==> src/rtl/pdu_pkg.sv <==
// Shared types and constants for the pdu_v2 debug unit: FSM states, IO map,
// display sources, button indices and the hex-to-seven-segment decoder.
package pdu_pkg;

    typedef enum logic [1:0] {
        STOP = 2'd0,
        RUN  = 2'd1,
        STEP = 2'd2
    } state_t;

    localparam logic [15:0] IO_LED = 16'h0000;
    localparam logic [15:0] IO_SW  = 16'h0004;
    localparam logic [15:0] IO_SEG = 16'h0008;
    localparam logic [15:0] IO_BTN = 16'h000C;

    localparam logic [2:0] SRC_DISP  = 3'd0;
    localparam logic [2:0] SRC_IF_PC = 3'd1;
    localparam logic [2:0] SRC_ID_PC = 3'd2;
    localparam logic [2:0] SRC_DATA  = 3'd3;
    localparam logic [2:0] SRC_BP    = 3'd4;

    // Bit positions inside the packed button vectors, matching {U,D,R,C,L}.
    localparam int BTN_L = 0;
    localparam int BTN_C = 1;
    localparam int BTN_R = 2;
    localparam int BTN_D = 3;
    localparam int BTN_U = 4;

    // Active-low segments, bit 0 = ca ... bit 6 = cg.
    function automatic logic [6:0] hex2seg(input logic [3:0] hex);
        logic [6:0] code;
        code = 7'b1111111;
        unique case (hex)
            4'h0: code = 7'b1000000;
            4'h1: code = 7'b1111001;
            4'h2: code = 7'b0100100;
            4'h3: code = 7'b0110000;
            4'h4: code = 7'b0011001;
            4'h5: code = 7'b0010010;
            4'h6: code = 7'b0000010;
            4'h7: code = 7'b1111000;
            4'h8: code = 7'b0000000;
            4'h9: code = 7'b0010000;
            4'hA: code = 7'b0001000;
            4'hB: code = 7'b0000011;
            4'hC: code = 7'b1000110;
            4'hD: code = 7'b0100001;
            4'hE: code = 7'b0000110;
            4'hF: code = 7'b0001110;
        endcase
        return code;
    endfunction

endpackage

==> src/rtl/pdu_v2_button.sv <==
// One board button: two-flop synchronizer, counter-based debounce and a
// registered one-cycle pulse on the rising edge of the accepted level.
module pdu_button #(
    parameter int DB_CYCLES = 1_000_000
) (
    input  logic clk,
    input  logic rst,
    input  logic raw,
    output logic level,
    output logic pulse
);

    localparam int CW = $clog2(DB_CYCLES) + 1;

    logic          sync0;
    logic          sync1;
    logic [CW-1:0] count;
    logic          level_d;

    always_ff @(posedge clk) begin
        if (rst) begin
            sync0 <= 1'b0;
            sync1 <= 1'b0;
        end else begin
            sync0 <= raw;
            sync1 <= sync0;
        end
    end

    // The level flips only after DB_CYCLES consecutive samples disagree with it.
    always_ff @(posedge clk) begin
        if (rst) begin
            count <= '0;
            level <= 1'b0;
        end else if (sync1 == level) begin
            count <= '0;
        end else if (count == CW'(DB_CYCLES - 1)) begin
            count <= '0;
            level <= sync1;
        end else begin
            count <= count + 1'b1;
        end
    end

    always_ff @(posedge clk) begin
        if (rst) begin
            level_d <= 1'b0;
            pulse   <= 1'b0;
        end else begin
            level_d <= level;
            pulse   <= level & ~level_d;
        end
    end

endmodule

==> src/rtl/pdu_v2.sv <==
// Processor debug unit: button-driven run/stop/step/reset control of the CPU,
// memory-mapped board IO, and a scanned eight-digit hex display.
module pdu_v2
    import pdu_pkg::*;
#(
    parameter int DB_CYCLES  = 1_000_000,
    parameter int SCAN_BITS  = 17,
    parameter int RST_CYCLES = 4
) (
    input  logic        clk,
    input  logic        rst,
    input  logic        butu,
    input  logic        butd,
    input  logic        butr,
    input  logic        butc,
    input  logic        butl,
    input  logic [15:0] sw,
    output logic        stop,
    output logic [15:0] led,
    output logic [7:0]  an,
    output logic [6:0]  seg,
    output logic [2:0]  seg_sel,
    output logic        pdu_rstn,
    output logic [31:0] pdu_breakpoint,
    output logic        pdu_run,
    input  logic        cpu_stop,
    input  logic [15:0] io_addr,
    input  logic [31:0] io_dout,
    input  logic        io_we,
    input  logic        io_rd,
    output logic [31:0] io_din,
    input  logic [31:0] chk_if_pc,
    input  logic [31:0] chk_id_pc,
    input  logic [31:0] chk_data,
    output logic [15:0] chk_addr
);

    localparam int RCW = $clog2(RST_CYCLES + 1);

    logic [4:0]           btn_raw;
    logic [4:0]           btn_level;
    logic [4:0]           ev;
    state_t               state;
    state_t               state_next;
    logic [RCW-1:0]       rst_cnt;
    logic [31:0]          disp_reg;
    logic [31:0]          disp_value;
    logic [SCAN_BITS+2:0] scan_cnt;
    logic [2:0]           digit;
    logic                 stop_action;
    logic                 unused_io_rd;

    assign btn_raw = {butu, butd, butr, butc, butl};

    for (genvar i = 0; i < 5; i++) begin : g_btn
        pdu_button #(.DB_CYCLES(DB_CYCLES)) u_btn (
            .clk   (clk),
            .rst   (rst),
            .raw   (btn_raw[i]),
            .level (btn_level[i]),
            .pulse (ev[i])
        );
    end

    always_ff @(posedge clk) begin
        if (rst) state <= STOP;
        else     state <= state_next;
    end

    // evL wins over everything, so a simultaneous evC cannot restart the CPU.
    always_comb begin
        state_next = state;
        if (ev[BTN_L]) begin
            state_next = STOP;
        end else begin
            unique case (state)
                STOP: begin
                    if (ev[BTN_C])      state_next = RUN;
                    else if (ev[BTN_R]) state_next = STEP;
                end
                RUN:     if (ev[BTN_C] || cpu_stop) state_next = STOP;
                STEP:    state_next = STOP;
                default: state_next = STOP;
            endcase
        end
    end

    assign stop    = (state == STOP);
    assign pdu_run = (state == RUN) || (state == STEP);

    always_ff @(posedge clk) begin
        if (rst)              rst_cnt <= RCW'(RST_CYCLES);
        else if (ev[BTN_L])   rst_cnt <= RCW'(RST_CYCLES);
        else if (rst_cnt != '0) rst_cnt <= rst_cnt - 1'b1;
    end

    assign pdu_rstn = ~rst && (rst_cnt == '0);

    assign stop_action = (state == STOP) && !ev[BTN_L];

    always_ff @(posedge clk) begin
        if (rst) begin
            pdu_breakpoint <= 32'hFFFF_FFFF;
            seg_sel        <= SRC_DISP;
        end else if (stop_action) begin
            if (ev[BTN_U]) pdu_breakpoint <= {16'h0, sw};
            if (ev[BTN_D]) seg_sel <= (seg_sel == SRC_BP) ? SRC_DISP : seg_sel + 3'd1;
        end
    end

    always_ff @(posedge clk) begin
        if (rst) chk_addr <= '0;
        else     chk_addr <= sw;
    end

    always_ff @(posedge clk) begin
        if (rst) begin
            led      <= '0;
            disp_reg <= '0;
        end else if (io_we) begin
            if (io_addr == IO_LED) led      <= io_dout[15:0];
            if (io_addr == IO_SEG) disp_reg <= io_dout;
        end
    end

    always_comb begin
        io_din = '0;
        if (io_addr == IO_SW)       io_din = {16'h0, sw};
        else if (io_addr == IO_BTN) io_din = {27'h0, btn_level};
    end

    // Reads have no side effects, so the strobe is intentionally unused.
    assign unused_io_rd = io_rd;

    always_comb begin
        disp_value = disp_reg;
        if (state != RUN) begin
            unique case (seg_sel)
                SRC_IF_PC: disp_value = chk_if_pc;
                SRC_ID_PC: disp_value = chk_id_pc;
                SRC_DATA:  disp_value = chk_data;
                SRC_BP:    disp_value = pdu_breakpoint;
                default:   disp_value = disp_reg;
            endcase
        end
    end

    always_ff @(posedge clk) begin
        if (rst) scan_cnt <= '0;
        else     scan_cnt <= scan_cnt + 1'b1;
    end

    assign digit = scan_cnt[SCAN_BITS +: 3];
    assign an    = ~(8'h01 << digit);
    assign seg   = hex2seg(disp_value[{digit, 2'b00} +: 4]);

endmodule

==> config.mk <==
export PLATFORM = sky130hd
export DESIGN_NAME = pdu_v2
export DESIGN_NICKNAME = d
export VERILOG_FILES = /design/src/rtl/pdu_pkg.sv /design/src/rtl/pdu_v2_button.sv /design/src/rtl/pdu_v2.sv
export SDC_FILE = /design/constraint.sdc
export NUM_CORES = 1
export LEC_CHECK = 0
export ABC_AREA = 1
export BUFFER_PORTS_ARGS = -buffer_cell sky130_fd_sc_hd__buf_2
export CAP_MARGIN = 20
export CORE_MARGIN = 1.5
export CORE_UTILIZATION = 45
export DETAILED_ROUTE_END_ITERATION = 12
export PLACE_DENSITY = 0.72
export SYNTH_ARGS = -nofsm -noshare
export SYNTH_HDL_FRONTEND = slang
export SYNTH_SLANG_ARGS = --single-unit
==> constraint.sdc <==
create_clock -name clk -period 2.3 [get_ports clk]
set_input_delay 0.115 -clock clk [delete_from_list [all_inputs] [get_ports clk]]
set_output_delay 0.115 -clock clk [all_outputs]
set_load 0.02 [all_outputs]
## Word-level counts from Yosys, hierarchy flattened

Memory sizes are Yosys's and may differ from the RTL's.
Cells that the tools add are included.

- Bits in read-only memories: 112
- Input bits: 170
- Logic and storage cells: 122
- Bits in registers: 254
- Memories: 1

Memory list:

| name | depth | bits a word | read ports | clocked after Yosys merged registers in | wr ports | line | RTL |
|---|---|---|---|---|---|---|---|
| (name not given) | 16 | 7 | 1 | 0 | 0 | pdu_pkg.sv:33 | `unique case (hex)` |

- Equal/unequal tests: 22
- Muxes and demuxes: 9
- Add/subtract/negate cells: 8
- Shift-type cells: 2
- Reductions and logical operators: 25
- Bitwise logic cells: 17

Operator list:

| kind | number |
|---|---|
| case mux 32 bit (4 select lines) | 1 |
| adder 21 x 1 -> 21 bit (second input constant) | 5 |
| equality test 21 x 20 -> 1 bit (second input constant) | 5 |
| equality test 16 x 4 -> 1 bit (second input constant) | 2 |
| two-way mux 32 bit | 1 |
| variable part select 32 x 6 -> 4 bit | 1 |
| adder 20 x 1 -> 20 bit (second input constant) | 1 |
| AND reduction 2 bit | 10 |
| equality test 16 x 3 -> 1 bit (second input constant) | 1 |
| zero test 16 bit | 1 |
| two-way mux 16 bit | 1 |
| OR reduction 3 bit | 5 |
| inverter 1 bit | 11 |
| inverter 8 bit | 1 |
| << shifter 1 x 3 -> 8 bit (first input constant) | 1 |
| equality test 3 x 2 -> 1 bit (second input constant) | 2 |
| two-way mux 2 bit | 3 |
| AND 1 bit | 5 |
| equality test 1 bit | 5 |
| two-way mux 5 bit | 1 |
| case mux 2 bit (2 select lines) | 1 |
| adder 3 x 1 -> 3 bit (second input constant) | 1 |
| equality test 3 x 1 -> 1 bit (second input constant) | 1 |
| equality test 3 bit (second input constant) | 1 |
| 14 further kinds | 16 |

## Logic depth before layout (Yosys ltp)

An unclocked memory read counts as a cell.

- Depth after elaboration: 5
- Depth in mapped cells: 21
- Mapped depth without buffers: 19

## Cells and area by module

From an unflattened synthesis, not the netlist that was laid out.

- Cell total of the unflattened synthesis: 1962
- Area, all modules: 12786.0 um2

Modules (own cells, without submodules):

| module | cells an instance | area an instance (um2) | instances | seq. area each (um2) |
|---|---|---|---|---|
| pdu_button | 193 | 1291.2 | 5 | 520.5 |
| pdu_v2 | 997 | 6329.8 | 1 | 2182.1 |

## Least setup slack after synthesis

No wires, ideal clock.

- Path type: reg-to-output
- From: register seg_sel[2]
- To: output seg[5]
- Cell stages (with the launch flop): 20
- Arrival time: 2.659 ns
- Required time: 2.185 ns
- Path slack: -0.474 ns
- Path through: dfxtp_1 inv_2 buf_2 buf_6 ha_1 clkbuf_1 nand2_1 nand2_1 nand3b_1 nor2_1 nor2_1 nor2_1 nand2_1 nand2_1 inv_1 ha_1 nand3_1 nand2_1 nand2_1 nand2_1

- Word-level cells in the longest chain between the ends: 5
- Elaborated cells on any way between the ends: 8
- Those cells by class: eq/ne: 4; shift: 1; mux: 2; memory: 1

Ends and longest elaborated chain:

| item | line | RTL |
|---|---|---|
| start, declared | pdu_v2.sv:22 | `output logic [2:0] seg_sel,` |
| start signal, assigned | pdu_v2.sv:107 | `if (ev[BTN_D]) seg_sel <= (seg_sel == SRC_BP) ? SRC_DISP : seg_sel + 3'd1;` |
| equality test 3 bit (tied with other cells) | pdu_v2.sv:138 | `unique case (seg_sel)` |
| case mux 32 bit (4 select lines) * | pdu_v2.sv:138 |  |
| two-way mux 32 bit * | pdu_v2.sv:137 | `if (state != RUN) begin` |
| variable part select 32 x 6 -> 4 bit * | pdu_v2.sv:155 | `assign seg = hex2seg(disp_value[{digit, 2'b00} +: 4]);` |
| memory read (16 x 7 bit) * | - |  |
| end, declared | pdu_v2.sv:21 | `output logic [6:0] seg,` |

Mark *: on every way between the ends. The rest lies on a longest branch, timed or not.

## Worst setup path after layout

- From: register seg_sel[0]
- To: output seg[5]

Same word-level chain as after synthesis.

==> flow_summary.json <==
{
  "arrival_ns": 2.87,
  "critPathCaptureType": "output pin",
  "vias": 12254,
  "crit_path_cell_trace": "buf_6, ha_4, o21ai_4, buf_6, a21oi_4, buf_12, nand2_1, nand3_1, nand2_1, inv_1, nand2_2, nand2_4, ha_4, inv_1, nand2_1, nand2_2, nand2_2, nand2_2, buf_6",
  "grt_pass1_wl_um": 53000,
  "rr_worst_depth": 10,
  "holdCritStartpoint": "rst",
  "fin_skew_ns": 0.0249,
  "switching_share_pct": 22.3,
  "finalSetupTns_ns": -4.69,
  "cts_tree": "done",
  "drv_cap": 0,
  "slew_viol_final": 0,
  "rows": 59,
  "start_util_pct": 45.8,
  "crit_slowest_cell": "dfxtp_4",
  "fmax_mhz": 335,
  "rsz0062_at_grt": "true",
  "holdPathStages": 3,
  "failed_checks": "negative setup slack",
  "track_usage_pct": 23.9,
  "netlist_area_um2": 11900,
  "drt_first_pass_iters": 5,
  "yosysWarnings": 0,
  "insertion_delay_ns": 0.53,
  "synth_edf_count": 0,
  "worst_slack_ns": -0.689,
  "yosysSeqAreaShare_pct": 40.2,
  "hold_class": "primary input to register",
  "ir_worst_vdd_mv": 0.715,
  "finalSetupViolCount": 7,
  "synthAdderAreaFrac_pct": 2.21,
  "status": "complete, but fails checks",
  "cts_buffer_depth": 3,
  "synthXorXnorAreaFrac_pct": 1.77,
  "die_x_um": 166,
  "synth-compound-area-share_pct": 12.1,
  "io_buffer_count": 269,
  "avgSynthCellArea_um2": 6.93,
  "cts_buffers": 26,
  "synthTopCellsByArea": "dfxtp_1, nand2_1, nor2_1",
  "crit_type": "register to output pin",
  "viasPerCell": 5.07,
  "fin_crit_sh_pct": 130,
  "async_flop_share_pct": 0,
  "grt_pass1_vias": 11299,
  "critPathMostFrequentCell": "nand2_2",
  "synth_top_family_by_area": "simple AND/OR/NAND/NOR gates",
  "synth_top_area_cell": "dfxtp_1",
  "largest_reg_flops": 105,
  "areaGrowthSynthToFinish_pct": 33.7,
  "seq_power_share_pct": 47.0,
  "critPathRequiredTime_ns": 2.18,
  "synth-main-ff-cell": "dfxtp_1",
  "globalplace.congestion": 0.943,
  "cts_max_level": 1,
  "finalCriticalPeriod_ns": 2.99,
  "yosys.area_share.simple_pct": 32.6,
  "ys_ff_latch": 239,
  "crit_path_start": "seg_sel[0]",
  "drt_iter0_drc": 816,
  "worstPathMaxFanout": 8,
  "internal_power_mw": 6.98,
  "final_common_cell": "nand2_1",
  "io_pins": 287,
  "timing.slew.headroom_pct": 65.9,
  "grt-ovfl-total": 0,
  "hold_end": "scan_cnt[0]",
  "wl_um": 35000,
  "fillers": 2319,
  "reg2reg_slack_ns": 0.26,
  "final_hold_viol_count": 0,
  "path_buf_inv": 6,
  "worstSetupStartpointType": "register",
  "slowest_delay_ns": 0.38,
  "core_um2": 26000,
  "synth_cells": 1717,
  "cp_top_family": "simple AND/OR/NAND/NOR gates",
  "utilization_pct": 61.2,
  "timing.rr.start": "scan_cnt[0]",
  "clk_pin_slew_ns": 0.06,
  "tightest_slew_ns": 0.507,
  "mostFrequentLayoutCells": "nand2_1, buf_2, nor2_1",
  "power.leakage_nw": 6.89,
  "comb_power_share_pct": 6.2,
  "r2r_end": "scan_cnt[16]",
  "antenna_found_initial": 0,
  "synthMuxAreaShare_pct": 0,
  "synth_top_area_share_pct": 40.2,
  "hpwl_um": 24800,
  "post-place-cells": 2297,
  "clkPwrFrac_pct": 46.9,
  "antenna_left": 0,
  "drive_gt1_share_pct": 24.5,
  "cts-root-buf": "clkbuf_16",
  "numClockSinks": 239,
  "die_area_um2": 27400,
  "wl_per_cell_um": 14.5,
  "finalNonFillerCells": 2418,
  "drc": 0,
  "die_h_um": 166,
  "synth.distinct_cells": 47,
  "switching_power_mw": 2.01,
  "power.density_nw_per_um2": 565,
  "grt_max_degree": 106,
  "nets": 2253
}
==> routing by layer <==
layer | wire (um) | global-route usage [%]
met1 | 14300 | 26.8
met2 | 17100 | 43.7
met3 | 1940 | 3.35
met4 | 1660 | 12.8
met5 | 0 | 0
==> synth_stat cells, types with 3 or more instances <==
cell      number
a211oi_1      59
a21oi_1       73
a31oi_1        4
buf_2         16
buf_4         36
clkbuf_1      38
dfxtp_1      239
ha_1          21
inv_1        210
nand2_1      364
nand2_2        4
nand3_1      126
nand3b_1       3
nand4_1       30
nor2_1       262
nor2_2         6
nor3_1        51
nor3b_1       15
nor4_1        16
o211ai_1      16
o21a_1        11
o21ai_0       39
o21ai_1        3
o21bai_1       3
o22ai_1        7
o32ai_1        5
or2_2         10
xnor2_1        7
xor2_1        17
==> power groups by stage <==
stage / Sequential [mW] / Clock [mW] / Combinational [mW]
3_3_place_gp: 4.31 / 0 / 0.459
6_report: 4.22 / 4.21 / 0.554
4_1_cts: 4.22 / 4.34 / 0.547
3_5_place_dp: 4.31 / 0 / 0.467
5_1_grt: 4.22 / 4.49 / 0.603
2_1_floorplan: 4.33 / 0 / 0.225
==> how the worst max path moves through the flow <==
stage | slack [ns] | cells after the start | to
global route | -0.82 | 18 | seg[5]
floorplan | -0.01 | 19 | seg[3]
detailed placement | -0.24 | 19 | seg[3]
finish | -0.69 | 19 | seg[5]
CTS | -0.64 | 18 | seg[5]
global placement | -0.16 | 19 | seg[3]
==> logic make-up (layout without fill, tap and decap cells) <==
logic type	after synthesis	count (layout)
AOI/OAI and AO/OA	229	229
buffers and inverters	307	656
DFF	239	239
other	1	17
adders and majority gates	21	21
and+or+nand+nor	896	897
xor gates and xnor gates	24	24
==> per-stage QoR <==
step           power [mW]  worst slack, ns  hold WS (ns)  cell area, um^2
6_report             8.99           -0.689         0.153            15900
5_1_grt              9.32           -0.820         0.168            15900
4_1_cts              9.10           -0.636         0.130            15600
3_5_place_dp         4.78           -0.241         0.322            13800
3_3_place_gp         4.77           -0.164         0.313            13800
2_1_floorplan        4.55          -0.0132         0.222            12000
==> layout make-up <==
cell class	instances	area (um^2)	share of cell area, %
well taps	335	419	2.64
flip-flops and latches	239	4800	30.2
diodes	1	2.50	0.0157
multi-input cells	1187	6310	39.7
clock buffers	36	758	4.77
clock inverters	12	134	0.842
repair buffers	394	2660	16.7
inverters	214	823	5.18
==> what timing repair did <==
action,in CTS,in global routing
pin swaps,21,38
buffers inserted,9,5
gates resized for setup,75,66
setup endpoints to repair,7,9
hold endpoints to repair,86,0
cloned,3,2
hold buffers,54,0
==> worst register-to-register path: stages, from the launching register on <==
cell,delay (ns)
dfxtp_1,0.35
ha_1,0.17
nand2_1,0.06
inv_1,0.07
nand2_1,0.08
nor2_1,0.27
nand3_1,0.16
nor3_1,0.31
nand3_1,0.18
o21ai_0,0.18
o211a_1,0.16
Note: power is estimated with default switching activity, not from simulation.
